### config.mk
export PLATFORM = sky130hd
export DESIGN_NAME = motor_pwm_driver
export DESIGN_NICKNAME = d
export VERILOG_FILES = /design/src/rtl/motor_pwm_driver.sv
export SDC_FILE = /design/constraint.sdc
export NUM_CORES = 1
export LEC_CHECK = 0
export CORE_MARGIN = 2
export CORE_UTILIZATION = 45
export DETAILED_ROUTE_END_ITERATION = 6
export GPL_TIMING_DRIVEN = 0
export PLACE_DENSITY = 0.73
export SETUP_SLACK_MARGIN = 0.02
export SLEW_MARGIN = 20
export SYNTH_ARGS = -nofsm -noshare
export SYNTH_HDL_FRONTEND = slang
export SYNTH_SLANG_ARGS = --single-unit
### constraint.sdc
create_clock -name clk_3125KHz -period 4.6 [get_ports clk_3125KHz]
set_clock_uncertainty 0.05 [all_clocks]
set_input_delay 1.38 -clock clk_3125KHz [delete_from_list [all_inputs] [get_ports clk_3125KHz]]
set_output_delay 1.38 -clock clk_3125KHz [all_outputs]
set_load 0.01 [all_outputs]
### src/rtl/motor_pwm_driver.sv
// -----------------------------------------------------------------------------
// motor_pwm_driver
//
// Turns the line-following controller's per-motor direction pairs and 4-bit
// duty commands into the four H-bridge input pins of the two drive motors.
// A shared prescaler/step counter defines the PWM period. Each motor has a
// direction FSM that inserts DEAD_PERIODS full periods of "both low" on a
// forward/reverse reversal so the bridge never shoots through.
//
// Commands (direction and duty) are sampled only at a PWM period boundary,
// so the waveform of a period is never disturbed mid-way.
//
// Direction code {a,b}: 10 = forward, 01 = reverse, 00 = coast, 11 = brake.
//
// Optional build macro:
//   SOFT_START_EN - applied duty ramps one step per period toward the
//                   (saturated) command instead of jumping to it.
//
// Ports:
//   clk_3125KHz     in   system clock
//   rst             in   asynchronous, active-high reset
//   enable          in   drive enable; low forces everything idle
//   m1_a, m1_b      in   motor 1 direction pair
//   m2_a, m2_b      in   motor 2 direction pair
//   dc1, dc2        in   4-bit duty commands (saturated to PWM_STEPS)
//   motor1_in1/2    out  H-bridge inputs, motor 1 (registered)
//   motor2_in1/2    out  H-bridge inputs, motor 2 (registered)
//   period_start    out  one-cycle pulse after each period boundary
//   dead_active     out  high while either motor is in dead time
// -----------------------------------------------------------------------------
module motor_pwm_driver #(
    parameter int PRESCALE     = 31,
    parameter int PWM_STEPS    = 10,
    parameter int DEAD_PERIODS = 2
) (
    input  logic       clk_3125KHz,
    input  logic       rst,
    input  logic       enable,
    input  logic       m1_a,
    input  logic       m1_b,
    input  logic       m2_a,
    input  logic       m2_b,
    input  logic [3:0] dc1,
    input  logic [3:0] dc2,
    output logic       motor1_in1,
    output logic       motor1_in2,
    output logic       motor2_in1,
    output logic       motor2_in2,
    output logic       period_start,
    output logic       dead_active
);

    localparam int PW = (PRESCALE > 1)     ? $clog2(PRESCALE)       : 1;
    localparam int SW = (PWM_STEPS > 1)    ? $clog2(PWM_STEPS)      : 1;
    localparam int DW = (DEAD_PERIODS > 0) ? $clog2(DEAD_PERIODS+1) : 1;

    typedef enum logic [2:0] {
        ST_STOP  = 3'd0,
        ST_FWD   = 3'd1,
        ST_REV   = 3'd2,
        ST_BRAKE = 3'd3,
        ST_DEAD  = 3'd4
    } state_t;

    // ---------------------------------------------------------------------
    // Timebase: prescaler -> step counter -> period boundary
    // ---------------------------------------------------------------------
    logic [PW-1:0] r_presc;
    logic [SW-1:0] r_step;
    logic          r_period_start;
    logic          w_tick;
    logic          w_boundary;

    assign w_tick     = (r_presc == PW'(PRESCALE - 1));
    assign w_boundary = w_tick && (r_step == SW'(PWM_STEPS - 1));

    always_ff @(posedge clk_3125KHz or posedge rst) begin
        if (rst) begin
            r_presc        <= '0;
            r_step         <= '0;
            r_period_start <= 1'b0;
        end else if (!enable) begin
            r_presc        <= '0;
            r_step         <= '0;
            r_period_start <= 1'b0;
        end else begin
            r_period_start <= w_boundary;
            if (w_tick) begin
                r_presc <= '0;
                r_step  <= w_boundary ? '0 : r_step + SW'(1);
            end else begin
                r_presc <= r_presc + PW'(1);
            end
        end
    end

    // ---------------------------------------------------------------------
    // Per-motor command inputs (index 0 = motor 1, index 1 = motor 2)
    // ---------------------------------------------------------------------
    logic [1:0] w_cmd [2];
    logic [3:0] w_dc  [2];
    logic [3:0] w_sat [2];

    assign w_cmd[0] = {m1_a, m1_b};
    assign w_cmd[1] = {m2_a, m2_b};
    assign w_dc[0]  = dc1;
    assign w_dc[1]  = dc2;

    always_comb begin
        for (int i = 0; i < 2; i++) begin
            w_sat[i] = (32'(w_dc[i]) > PWM_STEPS) ? 4'(PWM_STEPS) : w_dc[i];
        end
    end

    // Commanded state as if coming from STOP (no reversal involved).
    function automatic state_t f_cmd_state(input logic [1:0] cmd);
        case (cmd)
            2'b10:   f_cmd_state = ST_FWD;
            2'b01:   f_cmd_state = ST_REV;
            2'b11:   f_cmd_state = ST_BRAKE;
            default: f_cmd_state = ST_STOP;
        endcase
    endfunction

    // ---------------------------------------------------------------------
    // Direction FSMs: state register / next-state logic / output logic
    // ---------------------------------------------------------------------
    state_t        r_state    [2];
    state_t        w_state_nxt[2];
    logic [DW-1:0] r_dead_cnt [2];
    logic [DW-1:0] w_dead_nxt [2];
    logic [3:0]    r_duty     [2];
    logic [3:0]    w_duty_nxt [2];

    always_ff @(posedge clk_3125KHz or posedge rst) begin
        if (rst) begin
            for (int i = 0; i < 2; i++) begin
                r_state[i]    <= ST_STOP;
                r_dead_cnt[i] <= '0;
                r_duty[i]     <= '0;
            end
        end else if (!enable) begin
            for (int i = 0; i < 2; i++) begin
                r_state[i]    <= ST_STOP;
                r_dead_cnt[i] <= '0;
                r_duty[i]     <= '0;
            end
        end else begin
            for (int i = 0; i < 2; i++) begin
                r_state[i]    <= w_state_nxt[i];
                r_dead_cnt[i] <= w_dead_nxt[i];
                r_duty[i]     <= w_duty_nxt[i];
            end
        end
    end

    always_comb begin
        for (int i = 0; i < 2; i++) begin
            w_state_nxt[i] = r_state[i];
            w_dead_nxt[i]  = r_dead_cnt[i];
            w_duty_nxt[i]  = r_duty[i];
            if (w_boundary) begin
                if (r_state[i] == ST_DEAD) begin
                    // Leaving dead time takes the command sampled now,
                    // evaluated from STOP so no second dead time follows.
                    if (r_dead_cnt[i] <= DW'(1)) begin
                        w_dead_nxt[i]  = '0;
                        w_state_nxt[i] = f_cmd_state(w_cmd[i]);
                    end else begin
                        w_dead_nxt[i]  = r_dead_cnt[i] - DW'(1);
                    end
                end else begin
                    w_state_nxt[i] = f_cmd_state(w_cmd[i]);
                    if ((DEAD_PERIODS > 0) &&
                        (((r_state[i] == ST_FWD) && (w_cmd[i] == 2'b01)) ||
                         ((r_state[i] == ST_REV) && (w_cmd[i] == 2'b10)))) begin
                        w_state_nxt[i] = ST_DEAD;
                        w_dead_nxt[i]  = DW'(DEAD_PERIODS);
                    end
                end
`ifdef SOFT_START_EN
                // Ramp one step per period; idle states restart the ramp.
                case (w_state_nxt[i])
                    ST_STOP, ST_DEAD: w_duty_nxt[i] = '0;
                    ST_FWD, ST_REV: begin
                        if (r_duty[i] < w_sat[i])
                            w_duty_nxt[i] = r_duty[i] + 4'd1;
                        else if (r_duty[i] > w_sat[i])
                            w_duty_nxt[i] = r_duty[i] - 4'd1;
                    end
                    default: w_duty_nxt[i] = r_duty[i];
                endcase
`else
                w_duty_nxt[i] = w_sat[i];
`endif
            end
        end
    end

    // Output logic: computed from the current step/state/duty and
    // registered, so pins lag the step counter by exactly one cycle.
    logic [1:0] w_in1;
    logic [1:0] w_in2;
    logic       w_dead_any;
    logic [1:0] r_in1;
    logic [1:0] r_in2;
    logic       r_dead_active;

    always_comb begin
        w_in1 = '0;
        w_in2 = '0;
        for (int i = 0; i < 2; i++) begin
            case (r_state[i])
                ST_FWD:   w_in1[i] = (32'(r_step) < 32'(r_duty[i]));
                ST_REV:   w_in2[i] = (32'(r_step) < 32'(r_duty[i]));
                ST_BRAKE: begin
                    w_in1[i] = 1'b1;
                    w_in2[i] = 1'b1;
                end
                default: begin
                    w_in1[i] = 1'b0;
                    w_in2[i] = 1'b0;
                end
            endcase
        end
        w_dead_any = (r_state[0] == ST_DEAD) || (r_state[1] == ST_DEAD);
    end

    always_ff @(posedge clk_3125KHz or posedge rst) begin
        if (rst) begin
            r_in1         <= '0;
            r_in2         <= '0;
            r_dead_active <= 1'b0;
        end else if (!enable) begin
            r_in1         <= '0;
            r_in2         <= '0;
            r_dead_active <= 1'b0;
        end else begin
            r_in1         <= w_in1;
            r_in2         <= w_in2;
            r_dead_active <= w_dead_any;
        end
    end

    assign motor1_in1   = r_in1[0];
    assign motor1_in2   = r_in2[0];
    assign motor2_in1   = r_in1[1];
    assign motor2_in2   = r_in2[1];
    assign period_start = r_period_start;
    assign dead_active  = r_dead_active;

endmodule

== Yosys cells after proc, flatten, opt, wreduce, memory -nomap -nowiden ==
Cells that the tools add are included.
Cells by class
  add/subtract/negate cells: 4
  multiply operators: 0
  divide/modulo/power cells: 0
  order comparisons: 6
  equal/unequal tests: 22
  shift operators: 0
  muxes and demuxes: 38
  bitwise logic cells: 0
  reduce and logical (&&, ||, !) cells: 12
Operators by type and width (count)
  $mux W4: 8
  $mux W3: 8
  $mux W2: 10
  $eq A3 B2 Y1 const B: 4
  $pmux W2 S3: 2
  $mux W5: 2
  $eq A2 B2 Y1 const B: 4
  $gt A4 B4 Y1 const B: 2
  $lt A4 B4 Y1: 2
  $mux W8: 1
  $pmux W1 S2: 4
  $reduce_and A2 Y1: 4
  $eq A3 B1 Y1 const B: 2
  $eq A3 B3 Y1 const B: 2
  $mux W6: 1
  $ne A3 B1 Y1 const B: 2
  $ne A3 B2 Y1 const B: 2
  $add A5 B1 Y5 const B: 1
  $eq A5 B5 Y1 const B: 1
  $logic_and A1 B1 Y1: 5
  $add A4 B1 Y4 const B: 1
  $eq A2 B1 Y1 const B: 2
  $eq A4 B4 Y1 const B: 1
  $le A2 B1 Y1 const B: 2
  4 further kinds: 9
Word-level totals
  bits in registers: 33
  bits in latches: 0
  bits in writable memories: 0
  memory bits (read-only): 0
  input bits: 15
  logic and storage cells: 94
  memories: 0

== Logic depth before layout (Yosys ltp) ==
Gate-level depths: netlist of run 1.
  depth after elaboration: 7
  gate-level depth with buffers: 7
  mapped depth without buffers: 6

== Worst setup path after synthesis of run 1 ==
No wires, ideal clock.
  path kind: input port to flip-flop
  start point: input enable
  end point: register r_dead_active, in the netlist dead_active
  arrival: 2.096 ns
  required time: 4.418 ns
  path slack: 2.322 ns
  stages on the path: 4
  cells stage by stage: inv_1 > clkbuf_1 > clkbuf_1 > nor2_1
Between the ends
  word-level cells in the longest chain between the ends: 1
RTL lines
  from (decl): RTL line 38  | input logic enable,
  $mux W1: RTL line 234  | end else if (!enable) begin
  to (signal assigned): RTL line 241  | r_dead_active <= w_dead_any;
  to (decl): RTL line 207  | logic r_dead_active;
Every way passes these cells.
A chain may end at the register's enable or synchronous reset.

== Final worst setup path of run 1 ==
  start point: input enable
  end point: register r_period_start, in the netlist period_start
Between the ends
  word-level cells in the longest chain between the ends: 1
RTL lines
  $mux W1: RTL line 82  | end else if (!enable) begin
  to (signal assigned): RTL line 87  | r_period_start <= w_boundary;
  to (decl): RTL line 70  | logic r_period_start;
Every way passes these cells.

==> implementation parameters, run 1 <==
Parameter                              Value

Status
  Result of the run ... complete, no violations

Timing
  Final clock period utilization by the worst path ... 0.616
  Worst slack on hold paths ... about 0.43 ns
  Final setup violation count ... 0
  Post-Route Setup TNS ... 0 ns
  Final min period ... 2.83 ns
  Final hold violation count ... 0
  Pins Over Slew Limit ... 0
  Max_slew headroom ... 0.537
  Maximum operating frequency ... 353 MHz
  Unrepaired setup endpoints after global routing ... false
  Actual slew at the worst max-slew pin ... 0.693 ns

Worst setup path
  Critical Path End ... period_start
  Setup crit start ... enable
  Kind of start point of the critical path ... input pin
  Critical path's largest stage delay ... 0.47 ns
  Required time of the critical path ... 4.70 ns
  Crit end category ... flip-flop
  Crit path arrival time ... 2.93 ns
  Crit-path max FO ... 10
  WS Path Type ... input pin to flip-flop
  Critical Path, Cell by Cell ... clkdlybuf4s50_1 -> inv_1 -> clkbuf_1 -> clkbuf_1 -> nor2_1
  Critical R2R Capture ... r_state[5]
  Depth of the worst register-to-register path ... 6
  Beginning of the worst register-to-register path ... r_presc[0]
  Reg-to-reg setup timing slack ... 2.85 ns
  Cell mode on critical path ... sky130_fd_sc_hd__clkbuf_1
  Critical Path Slowest Stage Cell ... sky130_fd_sc_hd__clkdlybuf4s50_1

Clock tree
  Clock tree from TritonCTS ... built
  Setup Buffers After CTS ... 0
  Number of gates given a new drive strength after cts ... 0
  Clock buffer depth ... 2
  Count of H-tree levels built during CTS ... 2
  CTS clk-pin slew, worst paths ... 0.07 ns
  Cts hold-fix bufs ... 0
  Clock net sink count ... 33
  Root buffer cell ... sky130_fd_sc_hd__clkbuf_8
  Clock latency of the later-clocked register in the worst-skew pair ... 0.28 ns
  CTS buffer count ... 5

Synth
  Basic-gate share of the synthesized area counting and, or, nand and nor cells ... 0.228
  Top_reg_cell synth ... sky130_fd_sc_hd__dfrtp_1
  Area of the mapped netlist ... 1840 µm²
  Count of mapped cells out of synthesis ... 185
  Post-synth EDFFs ... 0
  Warnings, synthesis ... 0
  Unique masters post-synth ... 48
  Adder-cell area share of the yosys netlist ... 0.0681
  Synth Area in Compound Gates ... 0.165
  Count of state elements after synthesis ... 33
  Syn Nets ... 210
  Mux share of post-synthesis cell area ... 0.0191
  Post-Syn Area per Cell ... 9.93 µm²
  Ranking of synthesized cells by area ... sky130_fd_sc_hd__dfrtp_1 (45%), sky130_fd_sc_hd__ha_1 (6.8%), sky130_fd_sc_hd__nand2_1 (3.7%)
  Most frequent cells after synthesis ... sky130_fd_sc_hd__dfrtp_1 (33), sky130_fd_sc_hd__nand2_1 (18), sky130_fd_sc_hd__inv_1 (16), sky130_fd_sc_hd__nor2_1 (16), sky130_fd_sc_hd__a21oi_1 (13)
  Synth Area in XOR/XNOR ... 0.0143
  Area share of the largest cell type after synthesis ... 0.450
  Cell with the most instances after synthesis ... sky130_fd_sc_hd__dfrtp_1
  Largest family of logic cells by synthesized area ... simple AND/OR/NAND/NOR gates
  Share of async-settable or async-resettable flops after synthesis ... 1.00
  Largest area contributor in the netlist ... sky130_fd_sc_hd__dfrtp_1
  Proportion of synthesized chip area in sequential cells ... 0.450

Drt
  Antenna violation net count after detailed routing ... 0
  Drt first pass iters ... 4
  First DRT Iteration DRCs ... 72
  Wire length reported by the detailed router ... 3550 µm
  Average detailed-routed wire length per instance ... 13.5 µm
  Average via count per standard cell ... 5.48
  Residual DRC ... 0
  Via count of the routed design ... 1441

Flow run
  Max-capacitance violation count ... 0

Floorplanning
  Standard cell core area ... 3970 µm²
  Die Area ... 4610 µm²
  Die Width ... about 68 µm
  Die extent in y ... 67.9 µm
  I/O Pins ... 21
  Starting density of the core ... 0.463
  Std-Cell Rows ... 23

Power and ir drop
  Leak Pwr ... 0.924 nW
  Power per cell area ... 269 nW/µm²
  Peak supply drop ... ~0.14 mV

Final layout
  Fraction of final layout cells with drive strength greater than 1 ... 0.103
  Diode count ... 0
  Net total in the final layout ... 237
  Fillers ... ~340
  P&R area growth vs syn ... 19.8%
  Non-filler instance count after layout ... roughly 260

Worst hold path
  Hold/Removal Path Class ... flip-flop to flip-flop

Placed design
  Count of port buffers added during placement ... 20
  Inst Count DP ... 255
  Post-DP HPWL ... 2580 µm
  Routability congestion estimate ... between 0.7 and 0.8

Global routing
  Met2 routing resource usage after global routing ... 0.286
  First-pass GRT wire length ... 6130 µm
  Fraction of met1 tracks used by global routing ... 0.233
  Pin count of the biggest net entering global routing ... 34
  Total routing usage reported by global routing ... 0.180
  Global-route congestion overflow total ... 0
  Met3 layer usage reported by global route ... 0.0526
  Routing layer with the top usage in global route ... met2
  Initial antenna violation count ... 0
  Vias in the first global route ... 1353
==> metrics by stage <==
| stage | instance area [µm²] | util | setup slack, ns | total power [mW] |
|---|---|---|---|---|
| 6_report | 2200 | 0.554 | 1.77 | 0.592 |
| 5_1_grt | 2200 | 0.554 | 1.67 | 0.618 |
| 4_1_cts | 2200 | 0.554 | 1.74 | 0.598 |
| 3_5_place_dp | 2100 | 0.529 | 1.44 | 0.360 |
| 3_3_place_gp | 2100 | 0.529 | 1.41 | 0.360 |
| 2_1_floorplan | 1840 | - | 2.32 | 0.335 |
==> how the worst min path moves through the flow <==
stage	cells after the start	to	start	slack, ns
global placement	1	r_presc[0]	r_presc[0]	0.43
detailed placement	1	r_presc[0]	r_presc[0]	0.43
finish	1	r_presc[0]	r_presc[0]	0.43
CTS	1	r_presc[0]	r_presc[0]	0.44
floorplan	1	r_presc[0]	r_presc[0]	0.40
global route	1	r_presc[0]	r_presc[0]	0.47
==> placed cells by master (no fill, tap or decap), types with 2 or more instances in the layout <==
cell,instances
sky130_fd_sc_hd__nand4bb_1,2
sky130_fd_sc_hd__a22oi_1,2
sky130_fd_sc_hd__nand3_1,7
sky130_fd_sc_hd__o311ai_0,2
sky130_fd_sc_hd__clkdlybuf4s50_1,20
sky130_fd_sc_hd__a2111o_1,2
sky130_fd_sc_hd__inv_1,15
sky130_fd_sc_hd__nand3b_1,3
sky130_fd_sc_hd__ha_1,10
sky130_fd_sc_hd__buf_6,2
sky130_fd_sc_hd__nor4bb_1,2
sky130_fd_sc_hd__o21ai_0,2
sky130_fd_sc_hd__o32ai_1,2
sky130_fd_sc_hd__xor2_1,2
sky130_fd_sc_hd__o21ai_1,4
sky130_fd_sc_hd__mux2i_1,2
sky130_fd_sc_hd__nor3_1,2
sky130_fd_sc_hd__a21o_1,4
sky130_fd_sc_hd__nand2_1,18
sky130_fd_sc_hd__clkbuf_8,8
sky130_fd_sc_hd__a31oi_1,4
sky130_fd_sc_hd__nand4_1,2
sky130_fd_sc_hd__clkbuf_1,2
sky130_fd_sc_hd__a21oi_1,13
sky130_fd_sc_hd__nor2_1,16
sky130_fd_sc_hd__nand2b_1,5
sky130_fd_sc_hd__dfrtp_1,33
sky130_fd_sc_hd__a211oi_1,4
==> sequential cells by signal, summed over array words and instances, names as in the netlist <==
name,cells
r_duty,8
period_start,1
dead_active,1
r_dead_cnt,4
r_presc,5
r_in2,2
r_step,4
r_state,6
r_in1,2
==> layer usage <==
metal,vias up,part of all wire
met1,688,0.47
met2,31,0.47
met4,0,0.012
li1,717,-
met5,-,0
met3,5,0.056
==> worst max-delay path, delay by kind of cell <==
| kind | cells | cell delay (ns) |
|---|---|---|
| buffers and inverters | 4 | 1.45 |
| AND/OR/NAND/NOR | 1 | 0.10 |
==> layout make-up <==
class	instances	area (µm²)	share of cell area
Buffer	5	43.8	0.0199
Tap cell	50	62.6	0.0284
Multi-Input combinational cell	131	907	0.412
Inverter	16	60.1	0.0273
Clock inverter	1	5.00	0.00227
Sequential cell	33	826	0.375
Timing Repair Buffer	20	200	0.0910
Clock buffer	7	96.3	0.0438
==> kinds of logic (layout without fill, tap and decap cells) <==
group                    Yosys count  in the layout
adder cells (fa/ha/maj)           10             10
multiplexers                       3              3
AO/OA/AOI/OAI                     45             45
flip-flops                        33             33
AND/OR/NAND/NOR                   70             70
buffers and inverters             21             49
XOR/XNOR                           3              3
==> where the power goes <==
group / switching, mW / internal [mW] / leakage, nW
clock network: 0.102 / 0.135 / 0.0542
registers: 0.00785 / 0.296 / 0.454
logic: 0.0262 / 0.0246 / 0.416
No activity file was read; power rests on OpenSTA's default activity.
==> inputs of run 2 (changes only) <==
PLACE_DENSITY = 0.76   (was 0.73)
clock period = 2.5 ns   (was 4.6 ns; I/O delays follow)
==> run 2 against run 1 <==
Non-clock buffer count is the same. First-iteration DRC count grew 31%. Sequential cell count is the same. Global-route usage grew 0.60 points. Highest routed layer unchanged. Critical path depth is the same. Routed wire length grew 7.5%. Final cell count is the same. Core utilization shrank 0.38 points. Power grew 78%. Critical endpoint is now dead_active. Setup slack lost 1.4 ns. Final area shrank 0.68%.
==> implementation parameters, run 2 (synthesis results as in run 1) <==
Parameter                              Value

Drt
  Antenna violation net count after detailed routing ... 0
  Residual DRC ... 0
  Via count of the routed design ... 1464
  Average detailed-routed wire length per instance ... between 10 and 15 µm
  Average via count per standard cell ... 5.57
  Wire length reported by the detailed router ... 3820 µm
  First DRT Iteration DRCs ... 94
  Drt first pass iters ... 4

Clock tree
  Clock latency of the later-clocked register in the worst-skew pair ... 0.29 ns
  Clock tree from TritonCTS ... built
  Number of gates given a new drive strength after cts ... 0
  Root buffer cell ... sky130_fd_sc_hd__clkbuf_8
  CTS buffer count ... 5
  Cts hold-fix bufs ... 0
  Count of H-tree levels built during CTS ... 2
  Setup Buffers After CTS ... 0
  Clock net sink count ... 33
  CTS clk-pin slew, worst paths ... 0.07 ns
  Clock buffer depth ... 2

Placed design
  Count of port buffers added during placement ... 20
  Routability congestion estimate ... between 0.8 and 0.9
  Inst Count DP ... 255
  Post-DP HPWL ... ~2800 µm

Worst setup path
  WS Path Type ... input pin to flip-flop
  Critical Path, Cell by Cell ... clkdlybuf4s50_1 -> inv_1 -> clkbuf_1 -> clkbuf_1 -> nor2_1
  Crit end category ... flip-flop
  Cell mode on critical path ... sky130_fd_sc_hd__clkbuf_1
  Crit-path max FO ... 10
  Required time of the critical path ... 2.61 ns
  Critical Path Slowest Stage Cell ... sky130_fd_sc_hd__clkdlybuf4s50_1
  Kind of start point of the critical path ... input pin
  Crit path arrival time ... 2.29 ns
  Critical path's largest stage delay ... approximately 0.47 ns

Floorplanning
  Die Area ... approximately 4600 µm²
  Die Width ... 67.9 µm
  I/O Pins ... 21
  Std-Cell Rows ... 23
  Die extent in y ... 67.9 µm
  Standard cell core area ... 3970 µm²
  Starting density of the core ... 0.463

Power and ir drop
  Leak Pwr ... ~0.91 nW
  Total power draw ... 1.06 mW
  Peak supply drop ... 0.392 mV
  Power per cell area ... 483 nW/µm²

Final layout
  Net total in the final layout ... 237
  Fillers ... ~370
  Register ranked first by flip-flop count ... r_duty
  Non-filler instance count after layout ... 263
  Top library cells by usage in the layout, fill and taps aside ... sky130_fd_sc_hd__dfrtp_1 (33), sky130_fd_sc_hd__clkdlybuf4s50_1 (20), sky130_fd_sc_hd__nand2_1 (18), sky130_fd_sc_hd__nor2_1 (16), sky130_fd_sc_hd__inv_1 (15)
  Utilization after layout ... 0.550
  Fraction of final layout cells with drive strength greater than 1 ... 0.103
  P&R area growth vs syn ... 19.0%
  Commonest non-fill, non-tap cell in the layout ... sky130_fd_sc_hd__dfrtp_1
  Biggest regs ... r_duty (8), r_state (6), r_presc (5)
  Number of flip-flops in the largest register ... 8
  Diode count ... 0

Timing
  Post-Route Setup TNS ... 0 ns
  Max_slew headroom ... 0.546
  Unrepaired setup endpoints after global routing ... false
  Maximum operating frequency ... 458 MHz
  Pins Over Slew Limit ... 0
  Final hold violation count ... 0
  Worst slack on hold paths ... ~0.43 ns
  Final min period ... 2.18 ns
  Final clock period utilization by the worst path ... 0.874
  Final setup violation count ... 0
  Actual slew at the worst max-slew pin ... 0.680 ns

Flow run
  Max-capacitance violation count ... 0

Global routing
  Initial antenna violation count ... 0
  Pin count of the biggest net entering global routing ... 34
  First-pass GRT wire length ... between 6000 and 7000 µm
  Vias in the first global route ... 1429
  Total routing usage reported by global routing ... 0.186
  Global-route congestion overflow total ... 0

Worst hold path
  Hold/Removal Path Class ... flip-flop to flip-flop

Status
  Result of the run ... complete, no violations
run 2: final cells by class:
class                   count  area [µm²]  area share
inverters                  16        60.1      0.0275
well taps                  50        62.6      0.0286
plain buffers               5        43.8      0.0200
multi-input cells         131         907       0.415
clock buffers               5        68.8      0.0315
clock inverters             3        17.5     0.00801
flip-flops and latches     33         826       0.378
repair buffers             20         200      0.0916
run 2: critical path, delay by kind of cell:
| family | cells | cell delay (ns) |
|---|---|---|
| buffers and inverters | 4 | 1.45 |
| AND/OR/NAND/NOR | 1 | 0.09 |
run 2: path summary, 6_finish.rpt:
kind	startpoint	to	slack (ns)	depth (start not counted)
worst max-delay path	enable	dead_active	0.32	5
worst min-delay path	r_presc[0]	r_presc[0]	0.43	1
worst max register to register	r_presc[0]	r_state[5]	0.76	6
worst min register to register	r_presc[0]	r_presc[0]	0.43	1
max in group asynchronous	rst	r_presc[0]	1.12	2
min in group asynchronous	rst	r_duty[7]	0.83	2
run 2: stage by stage:
step / setup slack (ns) / cell area, µm²
2_1_floorplan: 0.852 / 1840
3_3_place_gp: -0.0176 / 2100
3_5_place_dp: 0.0142 / 2100
4_1_cts: 0.309 / 2190
5_1_grt: 0.193 / 2190
6_report: 0.316 / 2190
run 2: routing by layer:
layer	part of all wire	global-route usage
met3	0.044	0.0461
met4	0.015	0.0750
met2	0.48	0.309
met1	0.46	0.233
met5	0	0
run 2: where the power goes:
| group | internal [mW] | leakage (nW) | total, mW | switching, mW |
|---|---|---|---|---|
| combinational | 0.0453 | 0.416 | 0.0940 | 0.0487 |
| clock | 0.192 | 0.0439 | 0.403 | 0.211 |
| sequential | 0.544 | 0.454 | 0.559 | 0.0150 |
